### config.mk
export PLATFORM = sky130hd
export DESIGN_NAME = sum_accum
export DESIGN_NICKNAME = d
export VERILOG_FILES = /design/src/rtl/sum_accum_pkg.sv /design/src/rtl/acc_add.sv /design/src/rtl/sum_accum.sv
export SDC_FILE = /design/constraint.sdc
export NUM_CORES = 1
export LEC_CHECK = 0
export CAP_MARGIN = 40
export CORE_MARGIN = 5
export CORE_UTILIZATION = 40
export CTS_CLUSTER_DIAMETER = 100
export DETAILED_ROUTE_END_ITERATION = 8
export PLACE_DENSITY = 0.67
export REMOVE_ABC_BUFFERS = 1
export SKIP_CTS_REPAIR_TIMING = 1
export SYNTH_ARGS = -nofsm -noshare
export SYNTH_HDL_FRONTEND = slang
export SYNTH_SLANG_ARGS = --single-unit
### constraint.sdc
create_clock -name clk -period 2.3 [get_ports clk]
set_input_delay 0.23 -clock clk [delete_from_list [all_inputs] [get_ports clk]]
set_output_delay 0.23 -clock clk [all_outputs]
set_load 0.005 [all_outputs]
### src/rtl/sum_accum_pkg.sv
// Shared state encoding and default widths for the sum_accum block.
package sum_accum_pkg;

  localparam int unsigned DefWidth = 8;
  localparam int unsigned DefAccW  = 16;
  localparam int unsigned DefCntW  = 4;

  typedef enum logic [1:0] {
    StIdle  = 2'd0,
    StAccum = 2'd1,
    StDone  = 2'd2
  } state_e;

endpackage

### src/rtl/acc_add.sv
// ACC_W-bit accumulator adder with carry flag.
// With SUM_ACCUM_SAT_EN defined the result clamps to all-ones on overflow.
module acc_add
  import sum_accum_pkg::*;
#(
  parameter int unsigned ACC_W = DefAccW
) (
  input  logic [ACC_W-1:0] acc_i,
  input  logic [ACC_W-1:0] sample_i,
`ifdef SUM_ACCUM_SAT_EN
  input  logic             sat_i,
`endif
  output logic [ACC_W-1:0] sum_o,
  output logic             carry_o
);

  logic [ACC_W:0] raw;

  assign raw     = {1'b0, acc_i} + {1'b0, sample_i};
  assign carry_o = raw[ACC_W];

`ifdef SUM_ACCUM_SAT_EN
  // Once saturated, stay pinned at the maximum for the rest of the burst.
  assign sum_o = (sat_i || raw[ACC_W]) ? {ACC_W{1'b1}} : raw[ACC_W-1:0];
`else
  assign sum_o = raw[ACC_W-1:0];
`endif

endmodule

### src/rtl/sum_accum.sv
// Burst accumulator sitting downstream of an adder: sums len samples of {cout,sum}.
// Optional saturation on overflow when SUM_ACCUM_SAT_EN is defined.
module sum_accum
  import sum_accum_pkg::*;
#(
  parameter int unsigned WIDTH = DefWidth,
  parameter int unsigned ACC_W = DefAccW,
  parameter int unsigned CNT_W = DefCntW
) (
  input  logic             clk,
  input  logic             rst_n,
  input  logic             start,
  input  logic [CNT_W-1:0] len,
  input  logic             in_valid,
  output logic             in_ready,
  input  logic [WIDTH-1:0] sum,
  input  logic             cout,
  output logic [ACC_W-1:0] acc_out,
  output logic             ovf,
  output logic             done_valid,
  input  logic             done_ready,
  output logic             busy
);

  localparam int unsigned PadW = ACC_W - WIDTH - 1;

  state_e           state_q, state_d;
  logic [ACC_W-1:0] acc_q, acc_d;
  logic             ovf_q, ovf_d;
  logic [CNT_W-1:0] cnt_q, cnt_d;

  logic [ACC_W-1:0] sample;
  logic [ACC_W-1:0] add_sum;
  logic             add_carry;

  assign sample = {{PadW{1'b0}}, cout, sum};

  acc_add #(
    .ACC_W (ACC_W)
  ) u_acc_add (
    .acc_i    (acc_q),
    .sample_i (sample),
`ifdef SUM_ACCUM_SAT_EN
    .sat_i    (ovf_q),
`endif
    .sum_o    (add_sum),
    .carry_o  (add_carry)
  );

  always_comb begin
    state_d    = state_q;
    acc_d      = acc_q;
    ovf_d      = ovf_q;
    cnt_d      = cnt_q;
    in_ready   = 1'b0;
    done_valid = 1'b0;
    unique case (state_q)
      StIdle: begin
        if (start) begin
          acc_d   = '0;
          ovf_d   = 1'b0;
          cnt_d   = len;
          state_d = (len != '0) ? StAccum : StDone;
        end
      end
      StAccum: begin
        in_ready = 1'b1;
        if (in_valid) begin
          acc_d = add_sum;
          ovf_d = ovf_q | add_carry;
          cnt_d = cnt_q - CNT_W'(1);
          if (cnt_q == CNT_W'(1)) begin
            state_d = StDone;
          end
        end
      end
      StDone: begin
        done_valid = 1'b1;
        // start is deliberately ignored here, even alongside done_ready.
        if (done_ready) begin
          state_d = StIdle;
        end
      end
      default: state_d = StIdle;
    endcase
  end

  always_ff @(posedge clk or negedge rst_n) begin
    if (!rst_n) begin
      state_q <= StIdle;
      acc_q   <= '0;
      ovf_q   <= 1'b0;
      cnt_q   <= '0;
    end else begin
      state_q <= state_d;
      acc_q   <= acc_d;
      ovf_q   <= ovf_d;
      cnt_q   <= cnt_d;
    end
  end

  assign acc_out = acc_q;
  assign ovf     = ovf_q;
  assign busy    = (state_q != StIdle);

endmodule

==> impl_metrics.env, run 1 <==
export IMPL_outcome="completed"
export IMPL_initial_core_util_pct=41.38
export IMPL_finalWirelength_mm=3.845
export IMPL_post_synth_top_count_cell="dfrtp_1"
export IMPL_htree_num_levels=1
export IMPL_n_fill_cell=358
export IMPL_pre_cts_worst_setup_slack_ns=-0.1858
export IMPL_gp_congestion=0.8736
export IMPL_detail_route_first_pass_iterations=4
export IMPL_timing_final_ws_setup_ns=0.05568
export IMPL_route_detailed_vias_per_inst=5.548
export IMPL_netlist_cell_type_count=47
export IMPL_finalHoldWorstSlack_ns=0.3107
export IMPL_count_of_flip_flops_with_a_built_in_enable_after_synthesis=0
export IMPL_top_layer_used="met4"
export IMPL_power_per_cell_area_nw_per_um2=1054
export IMPL_synthArstFlopShare_pct=100.0
export IMPL_class_of_the_most_critical_hold_timing_path="in -> async"
export IMPL_route_met2_wl_mm=1.932
export IMPL_syn_inst=169
export IMPL_p_leak_nw=0.8999
export IMPL_design_area_um2=2107
export IMPL_dr_first_iter_drc_count=120
export IMPL_final_hold_viol_count=0
export IMPL_fin_skew_ns=0.01030
export IMPL_die_ar_um2=5152
export IMPL_synthTopCellsByArea="dfrtp_1 (38%), ha_1 (9.0%), o21ai_0 (6.2%)"
export IMPL_rows=22
export IMPL_post_dp_cell_area_um2=2051
export IMPL_netlist_area_um2=1526
export IMPL_utilization_pct=57.12
export IMPL_worstSetupStartpointType="input port"
export IMPL_report_final_slew_viol_count=0
export IMPL_critical_path_top_delay_family="compound AO/OA/AOI/OAI gates"
export IMPL_ctsRootBufferMaster="clkbuf_8"
export IMPL_place_inst=265
export IMPL_io_pins=38
export IMPL_synth_top_flop_cell="dfrtp_1"
export IMPL_finalNonFillerCells=270
export IMPL_setup_viol=0
export IMPL_detail_route_wl_per_cell_um=14.24
export IMPL_synth_area_leader_cell="dfrtp_1"
export IMPL_wirelength_met1_mm=1.643
export IMPL_ys_seq_area_share_pct=37.70
export IMPL_worst_skew_pair_late_latency_ns=0.27
export IMPL_ant_nets=0
export IMPL_ys_top_cells_by_count="dfrtp_1 (23), o21ai_0 (19), a21oi_1 (18)"
export IMPL_cts_sinks=23
export IMPL_tritoncts="yes"
export IMPL_clk_path_buf_depth=2
export IMPL_cp_data_required_time_ns=2.46
export IMPL_antennaDiodeCount=0
export IMPL_height_of_the_die_um=71.78
export IMPL_slew_headroom_pct=72.98
export IMPL_synth_seq_cells=23
export IMPL_worst_endpoint_arrival_ns=2.41
export IMPL_clkSlewWorstSetupHoldPaths_ns=0.09
export IMPL_critPathMaxStageDelay_ns=0.41
export IMPL_number_of_antenna_violations_at_the_first_check_in_global_routing=0
export IMPL_globalRoute_totalOverflow=0
export IMPL_worstPathCellList="clkdlybuf4s50_1, ha_1, inv_1, fa_1, nor2b_2, o31a_1, buf_4, o21a_1, or3_1, a32o_1"
export IMPL_vias_in_the_first_global_route=1481
export IMPL_critPathKind="in -> reg"
export IMPL_worst_path_buf_inv=3
export IMPL_drc_errors=0
export IMPL_dp_hpwl_mm=3.024
export IMPL_io_buffer_count=37
export IMPL_area_share_of_the_largest_cell_type_after_synthesis_pct=37.70
export IMPL_synth_warnings=0
export IMPL_vias=1498
export IMPL_global_route_usage_total_pct=15.88
export IMPL_layout_drive_gt1_share_pct=13.06
export IMPL_grt_start_max_net_pins=24
export IMPL_timing_worst_slew_pin_value_ns=0.4001
export IMPL_max_cap_viol_count=0
export IMPL_path_max_fanout=3
export IMPL_areaGrowthSynthToFinish_pct=38.03
export IMPL_post_route_min_period_ns=2.244
export IMPL_postSynthAreaPerCell_um2=9.032
export IMPL_die_width_um=71.78
export IMPL_core_area_um2=3689
export IMPL_route_met3_wl_um=225
export IMPL_slowest_stage="clkdlybuf4s50_1"
export IMPL_finish_net_count=253
export IMPL_num_cts_buffers=3
export IMPL_grt_first_pass_wirelength_mm=6.644
export IMPL_worst_setup_path_end_kind="flop"
export IMPL_max_freq_mhz=445.6
export IMPL_irDropWorstVdd_mv=0.6609
export IMPL_post_route_period_util_pct=97.58
==> cell families (layout without fill, tap and decap cells) <==
logic type	Yosys count	in the layout	synth area share [%]
adders and majority gates	12	12	10.33
and+or+nand+nor	56	56	20.90
DFF	23	23	37.70
buffers and inverters	11	64	2.705
AOI/OAI and AO/OA	63	63	26.07
xor gates and xnor gates	4	4	2.296
==> worst reg2reg max path, stage by stage (launching register included) <==
cell and delay, ns:
dfrtp_1 0.40, ha_1 0.20, inv_1 0.07, fa_1 0.20, nor2b_2 0.05, o31a_1 0.34
buf_4 0.17, o21a_1 0.17, or3_1 0.31, a32o_1 0.25
==> placed cells by master, fill, tap and decap left out, types with 3 or more instances in the layout <==
| master | count |
|---|---|
| a21oi_1 | 18 |
| and3_1 | 4 |
| buf_4 | 15 |
| clkbuf_8 | 3 |
| clkdlybuf4s50_1 | 37 |
| dfrtp_1 | 23 |
| ha_1 | 11 |
| inv_1 | 8 |
| nand2_1 | 15 |
| nand3_1 | 3 |
| nor2_1 | 10 |
| nor3_1 | 3 |
| o21a_1 | 3 |
| o21ai_0 | 19 |
| or3_1 | 6 |
| xor2_1 | 3 |
==> power breakdown <==
group	internal [mW]	switching [mW]	leakage (nW)
logic	0.661	0.629	0.573
registers	0.535	0.143	0.301
clock network	0.121	0.132	0.0255
total	1.32	0.903	0.900
==> through the flow <==
stage	TNS [ns]	power (mW)
after CTS	0	2.236
final	0	2.221
after detailed placement	-0.5779	1.969
after global placement	-0.3303	1.924
after floorplan	0	1.397
after global routing	-0.01036	2.439
==> state kept, by name (all words and copies together) (netlist names) <==
signal / flops
acc_out: 16
ovf: 1
state_q: 2
cnt_q: 4
==> worst paths after layout <==
check	startpoint	to	slack, ns	depth (start not counted)
hold / removal	rst_n	acc_out[5]$_DFFE_PN0P_	0.31	2
min in group clk	ovf$_DFFE_PN0P_	ovf$_DFFE_PN0P_	0.49	1
setup / recovery	sum[0]	acc_out[6]$_DFFE_PN0P_	0.06	10
hold reg to reg	ovf$_DFFE_PN0P_	ovf$_DFFE_PN0P_	0.49	1
setup reg to reg	acc_out[0]$_DFFE_PN0P_	acc_out[6]$_DFFE_PN0P_	0.06	9
max in group asynchronous	rst_n	cnt_q[0]$_DFFE_PN0P_	1.74	2
==> metal layers <==
metal / track usage (%) / vias up
met5: 0 / -
met4: 3.758 / 0
met3: 3.647 / 5
met2: 28.06 / 49
met1: 19.45 / 712
li1: - / 732
==> area by class of cell <==
class | count | area (um^2) | share of cell area (%)
multi-input cells | 135 | 912.1 | 43.29
clock buffers | 3 | 41.29 | 1.960
flip-flops and latches | 23 | 575.6 | 27.32
inverters | 8 | 30.03 | 1.425
well taps | 48 | 60.06 | 2.850
clock inverters | 1 | 5.005 | 0.2375
repair buffers | 52 | 483.0 | 22.92
Power figures use the tool's default switching activity.
==> run 2: changes to the inputs <==
--- a/config.mk
+++ b/config.mk
@@ -12,7 +12,6 @@
 export DETAILED_ROUTE_END_ITERATION = 8
 export PLACE_DENSITY = 0.67
 export REMOVE_ABC_BUFFERS = 1
-export SKIP_CTS_REPAIR_TIMING = 1
 export SYNTH_ARGS = -nofsm -noshare
 export SYNTH_HDL_FRONTEND = slang
 export SYNTH_SLANG_ARGS = --single-unit
==> results of run 2 <==
Same layout as run 1: the final DEF is identical, and so are final timing and power.
